`config.mk`:
```
export PLATFORM = sky130hd
export DESIGN_NAME = sv_xor_share_arb
export DESIGN_NICKNAME = d
export VERILOG_FILES = /design/src/rtl/sv_xor_share_arb.sv
export SDC_FILE = /design/constraint.sdc
export NUM_CORES = 1
export LEC_CHECK = 0
export CORE_ASPECT_RATIO = 0.7
export CORE_MARGIN = 3
export CORE_UTILIZATION = 41
export DETAILED_ROUTE_END_ITERATION = 7
export PLACE_DENSITY = 0.84
export SYNTH_ARGS = -nofsm -noshare
export SYNTH_HDL_FRONTEND = slang
export SYNTH_SLANG_ARGS = --single-unit
export TNS_END_PERCENT = 1
```
`constraint.sdc`:
```
create_clock -name clk -period 6.1 [get_ports clk]
set_input_delay 1.22 -clock clk [delete_from_list [all_inputs] [get_ports clk]]
set_output_delay 1.22 -clock clk [all_outputs]
set_load 0.02 [all_outputs]
```
`src/rtl/sv_xor_share_arb.sv`:
```
// ---------------------------------------------------------------------------
// sv_xor_share_arb
//
// One registered bitwise-XOR unit shared by NREQ requesters under round-robin
// arbitration. Every request carries its own operand widths, result width and
// operand signedness. The result follows SystemVerilog binary-operator sizing:
// the XOR is signed only when both operands are signed; each operand is
// extended (sign or zero) to the common width and the result is truncated to
// the requested output width.
//
// Ports
//   clk        in   1         clock, all state on the rising edge
//   rst        in   1         asynchronous active-high reset
//   req_valid  in   NREQ      request i valid
//   req_ready  out  NREQ      request i accepted this cycle (one-hot or zero)
//   req_a      in   NREQ*W    operand A of requester i at [i*W +: W]
//   req_b      in   NREQ*W    operand B of requester i at [i*W +: W]
//   req_aw     in   NREQ*WW   A width at [i*WW +: WW]; 0 or >W means W
//   req_bw     in   NREQ*WW   B width, same encoding
//   req_ow     in   NREQ*WW   result width, same encoding
//   req_as     in   NREQ      A is signed
//   req_bs     in   NREQ      B is signed
//   out_valid  out  1         result valid
//   out_ready  in   1         consumer accepts the result
//   out_data   out  W         result, bits at or above the result width are 0
//   out_tag    out  TW        index of the requester that produced out_data
// ---------------------------------------------------------------------------
module sv_xor_share_arb #(
    parameter int NREQ = 4,
    parameter int W    = 16,
    parameter int WW   = $clog2(W) + 1,
    parameter int TW   = $clog2(NREQ)
) (
    input  logic                 clk,
    input  logic                 rst,
    input  logic [NREQ-1:0]      req_valid,
    output logic [NREQ-1:0]      req_ready,
    input  logic [NREQ*W-1:0]    req_a,
    input  logic [NREQ*W-1:0]    req_b,
    input  logic [NREQ*WW-1:0]   req_aw,
    input  logic [NREQ*WW-1:0]   req_bw,
    input  logic [NREQ*WW-1:0]   req_ow,
    input  logic [NREQ-1:0]      req_as,
    input  logic [NREQ-1:0]      req_bs,
    output logic                 out_valid,
    input  logic                 out_ready,
    output logic [W-1:0]         out_data,
    output logic [TW-1:0]        out_tag
);

    // -----------------------------------------------------------------------
    // Datapath helpers
    // -----------------------------------------------------------------------

    // Decode a width field: 1..W is taken literally, 0 or anything above W
    // selects the full width.
    function automatic int eff_width(input logic [WW-1:0] w);
        int wi;
        wi = int'(w);
        return ((wi == 0) || (wi > W)) ? W : wi;
    endfunction

    // Keep the low 'wid' bits of v and fill the bits above with either the
    // operand's own top bit (signed) or zero (unsigned). Masking and extension
    // happen in one pass, so bits of v above 'wid' never leak into the result.
    function automatic logic [W-1:0] extend_operand(input logic [W-1:0] v,
                                                    input int           wid,
                                                    input logic         sgn);
        logic [W-1:0] ext;
        logic         top;
        top = v[wid-1];
        for (int i = 0; i < W; i++) begin
            ext[i] = (i < wid) ? v[i] : (sgn & top);
        end
        return ext;
    endfunction

    // Full evaluation of one request: operand extension, XOR, result
    // truncation. Signedness only applies when both operands are signed.
    function automatic logic [W-1:0] xor_eval(input logic [W-1:0]  a,
                                              input logic [W-1:0]  b,
                                              input logic [WW-1:0] aw,
                                              input logic [WW-1:0] bw,
                                              input logic [WW-1:0] ow,
                                              input logic          as_bit,
                                              input logic          bs_bit);
        logic         sgn;
        logic [W-1:0] ea;
        logic [W-1:0] eb;
        logic [W-1:0] r;
        int           owe;
        sgn = as_bit & bs_bit;
        ea  = extend_operand(a, eff_width(aw), sgn);
        eb  = extend_operand(b, eff_width(bw), sgn);
        owe = eff_width(ow);
        r   = ea ^ eb;
        for (int i = 0; i < W; i++) begin
            r[i] = (i < owe) ? r[i] : 1'b0;
        end
        return r;
    endfunction

    // -----------------------------------------------------------------------
    // State and internal signals
    // -----------------------------------------------------------------------
    logic [TW-1:0]   rr_ptr_r;
    logic            out_valid_r;
    logic [W-1:0]    out_data_r;
    logic [TW-1:0]   out_tag_r;

    logic            free_s;
    logic            grant_valid_s;
    logic [TW-1:0]   grant_idx_s;
    logic            accept_s;
    logic [NREQ-1:0] req_ready_s;
    logic [TW-1:0]   rr_ptr_next_s;
    logic [W-1:0]    result_s;

    // Single output register without a skid buffer: a new result may only be
    // loaded when the register is empty or being drained this cycle.
    assign free_s = !out_valid_r || out_ready;

    // Round-robin search: first valid requester at or after rr_ptr, wrapping.
    always_comb begin
        grant_valid_s = 1'b0;
        grant_idx_s   = '0;
        for (int k = 0; k < NREQ; k++) begin
            if (!grant_valid_s && req_valid[(int'(rr_ptr_r) + k) % NREQ]) begin
                grant_valid_s = 1'b1;
                grant_idx_s   = TW'((int'(rr_ptr_r) + k) % NREQ);
            end else begin
                grant_valid_s = grant_valid_s;
                grant_idx_s   = grant_idx_s;
            end
        end
    end

    // No acceptance is possible while reset is asserted.
    assign accept_s = !rst && free_s && grant_valid_s;

    // One-hot ready at the granted requester, otherwise all zero.
    always_comb begin
        req_ready_s = '0;
        if (accept_s) begin
            req_ready_s[grant_idx_s] = 1'b1;
        end else begin
            req_ready_s = '0;
        end
    end

    assign req_ready = req_ready_s;

    // Pointer moves to the requester just after the one granted.
    always_comb begin
        rr_ptr_next_s = rr_ptr_r;
        if (grant_idx_s == TW'(NREQ - 1)) begin
            rr_ptr_next_s = '0;
        end else begin
            rr_ptr_next_s = grant_idx_s + TW'(1);
        end
    end

    // Select the granted request's fields and evaluate the XOR.
    always_comb begin
        result_s = xor_eval(req_a [int'(grant_idx_s) * W  +: W],
                            req_b [int'(grant_idx_s) * W  +: W],
                            req_aw[int'(grant_idx_s) * WW +: WW],
                            req_bw[int'(grant_idx_s) * WW +: WW],
                            req_ow[int'(grant_idx_s) * WW +: WW],
                            req_as[grant_idx_s],
                            req_bs[grant_idx_s]);
    end

    // Output register and round-robin pointer. A drain without a new grant
    // clears valid but keeps data/tag so the bus does not toggle needlessly.
    always_ff @(posedge clk or posedge rst) begin
        if (rst) begin
            out_valid_r <= 1'b0;
            out_data_r  <= '0;
            out_tag_r   <= '0;
            rr_ptr_r    <= '0;
        end else if (accept_s) begin
            out_valid_r <= 1'b1;
            out_data_r  <= result_s;
            out_tag_r   <= grant_idx_s;
            rr_ptr_r    <= rr_ptr_next_s;
        end else if (out_ready) begin
            out_valid_r <= 1'b0;
        end else begin
            out_valid_r <= out_valid_r;
        end
    end

    assign out_valid = out_valid_r;
    assign out_data  = out_data_r;
    assign out_tag   = out_tag_r;

endmodule
```
==> impl_metrics.tcl <==
set metrics [dict create \
    async_flop_share_pct 100.0 \
    port_buffers 225 \
    grt_pass1_wl_um 28190 \
    finalCriticalPeriod_ns 5.839 \
    crit_path_end_kind "flip-flop" \
    setup_ws_ns 0.2613 \
    cts_max_path_buffers 2 \
    synth_cell_types 66 \
    cp_slowest_cell "mux4_2" \
    fin_nets 1064 \
    detail-route-antenna-nets 0 \
    syn2layout_area_growth_pct 64.92 \
    crit_family "compound AO/OA/AOI/OAI gates" \
    drt-met1-wl_um 8218 \
    finalCritPeriodShare_pct 95.72 \
    utilization_pct 69.92 \
    highest_layer "met5" \
    crit_type "in -> reg" \
    slowest_delay_ns 0.52 \
    dp_hpwl_um 15140 \
    drive_gt1_share_pct 10.72 \
    clock_latency_ns 0.25 \
    cts_made_buffers 3 \
    firstDrtPassIters 5 \
    route.met2.wl_um 8038 \
    cts_root_buffer "clkbuf_16" \
    start_util_pct 42.40 \
    hold_path_class "reg -> reg" \
    gp_congestion 0.9740 \
    fmax_mhz 171.3 \
    die_y_um 90.05 \
    finalSetupViolCount 0 \
    ys_top_cells_by_area "nand2_1, dfrtp_1, mux2i_1" \
    tns_ns 0 \
    fp.coreArea_mm2 0.009759 \
    grt_overflow_total 0 \
    outcome "finished clean" \
    ios 226 \
    drc_errors 0 \
    pre_cts_ws_ns -0.2208 \
    cp_data_arrival_time_ns 5.98 \
    yosys_register_bits 21 \
    critPathMaxFanout 15 \
    synth-main-ff-cell "dfrtp_1" \
    register_area_um2 525.5 \
    cts_tree "built" \
    syn_nets 836 \
    first_global_vias 5462 \
    antenna_cells 0 \
    fillers 801 \
    cts_hold_buf 0 \
    finalNonFillerCells 977 \
    post-place-cells 972 \
    cp_cell_sequence "clkdlybuf4s50_1 > nand2_1 > a211o_4 > nand2_4 > inv_2 > mux2i_2 > o21ba_4 > nand4b_1 > ha_1 > or2_2 > ha_1 > inv_1 > mux4_2 > o31a_1 > a21oi_4 > nand3_4 > mux2i_1 > xor2_1 > a32o_1" \
    htreeDepth 1 \
    ir_worst_vdd_uv 192.8 \
    grt_max_degree 44 \
    wl_per_cell_um 18.79 \
    vias 5568 \
    path_clk_slew_ns 0.06 \
    required_ns 6.24 \
    timing.max_cap.violations 0 \
    grtUsageTotal_pct 30.28 \
    viasPerCell 5.699 \
    synth_cells 622 \
    cts_sinks 21 \
    antenna_found_initial 1 \
    ys.warnings.count 0 \
    clock_skew_ns 0.004382 \
    dr_wl_met3_um 1703 \
    maxSlewHeadroom_pct 35.20 \
    rsz0062_at_grt "no" \
    tightest_slew_ns 0.9699 \
    synth_area_mm2 0.004138 \
    multi_input_area_mm2 0.003448 \
    synthDominantCellAreaShare_pct 16.42 \
    p_total_mw 3.323 \
    drt_iter0_markers 370 \
    die_w_um 126.1 \
    die_area_mm2 0.01135 \
    pwr_density_cell_mw_per_mm2 487.0 \
    crit_top_cell "ha_1" \
    final-max-slew-violation-count 0 \
    synth-edff-count 0 \
    hold_violations 0 \
    yosys-top-cells-count "nand2_1, nand3_1, mux2i_1, o21ai_0, nor2_1" \
    yosysMostFrequentCell "nand2_1" \
    p_leak_nw 2.936 \
    r2r_slack_ns 1.25 \
    yosysTopAreaCell "nand2_1" \
    worst_setup_path_start_kind "input pin" \
    routed_wl_um 18360 \
    syn_avg_cell_area_um2 6.652 \
    rows 30 \
    synth_seq_area_share_pct 12.70 \
    crit_buf_inv 3 \
    cts_setup_buffers 0 \
]
[registers in the layout, summed over array words and instances, names as in the netlist]
| signal | flops |
|---|---|
| out_data | 16 |
| rr_ptr_r | 2 |
| out_tag | 2 |
| out_valid | 1 |
[power breakdown]
group	leakage [nW]	internal [mW]	switching [mW]
logic	2.63	1.29	1.66
clock network	0.0382	0.0889	0.0476
registers	0.264	0.196	0.0418
total	2.94	1.57	1.75
[final cells by class]
type	count	share of cell area, %
clock buffers	4	1.155
inverters	11	0.6051
multi-input cells	549	50.53
flip-flops and latches	21	7.701
well taps	128	2.347
repair buffers	264	37.66
[placed cells by master (no fill, tap or decap), types with 8 or more instances in the layout]
master             n
clkdlybuf4s50_1  225
nand2_1          181
nand3_1           61
buf_4             37
mux2i_1           35
o21ai_0           30
nor2_1            29
dfrtp_1           21
and3_1            20
a21oi_1           19
a211oi_1          18
xnor2_1           12
o21ai_1           11
ha_1              10
a31o_1             8
[per-layer routing]
layer / GRT usage (%) / vias up
li1: - / 2658
met1: 42.67 / 2578
met2: 48.19 / 296
met3: 6.473 / 34
met4: 5.446 / 2
met5: 0 / -
[worst reg2reg max path: stages, from the launching register on]
cell and delay, ns:
dfrtp_1 0.46, nand2_1 0.14, a211o_4 0.43, nand2_4 0.16, inv_2 0.14, mux2i_2 0.29
o21ba_4 0.21, nand4b_1 0.11, ha_1 0.33, or2_2 0.32, ha_1 0.30, inv_1 0.10
mux4_2 0.52, o31a_1 0.29, a21oi_4 0.21, nand3_4 0.17, mux2i_1 0.20, xor2_1 0.09
a32o_1 0.27
[timing repair]
| action | 4_1_cts | 5_1_grt |
|---|---|---|
| endpoints found under the setup margin | 1 | 16 |
| gates resized for setup | 1 | 16 |
| gates cloned | 0 | 1 |
| hold endpoints to repair | 0 | 0 |
| pin swaps | 0 | 1 |
[final timing paths]
kind                               from           end  cells after the start
hold reg to reg              out_tag[1]    out_tag[1]                      2
hold / removal               out_tag[1]    out_tag[1]                      2
max in group asynchronous           rst  out_data[11]                      3
setup / recovery           req_valid[0]  out_data[12]                     19
min in group asynchronous           rst    out_tag[1]                      3
setup reg to reg            rr_ptr_r[1]  out_data[12]                     18
[cell families (layout without fill, tap and decap cells)]
family	count (synthesis)	after routing	synth area share, %
AND/OR/NAND/NOR	338	339	37.22
flip-flops	21	21	12.70
XOR/XNOR	18	18	3.810
adder cells (fa/ha/maj)	11	11	3.326
multiplexers	49	49	14.33
AO/OA/AOI/OAI	132	132	22.35
buffers and inverters	53	279	6.259
[through the flow]
step | cell area (um2) | hold WS [ns]
finish | 6824 | 0.4911
global route | 6824 | 0.5259
CTS | 6744 | 0.4995
detailed placement | 6661 | 0.4826
global placement | 6661 | 0.4642
floorplan | 4138 | 0.5234
Note: power is estimated with default switching activity, not from simulation.
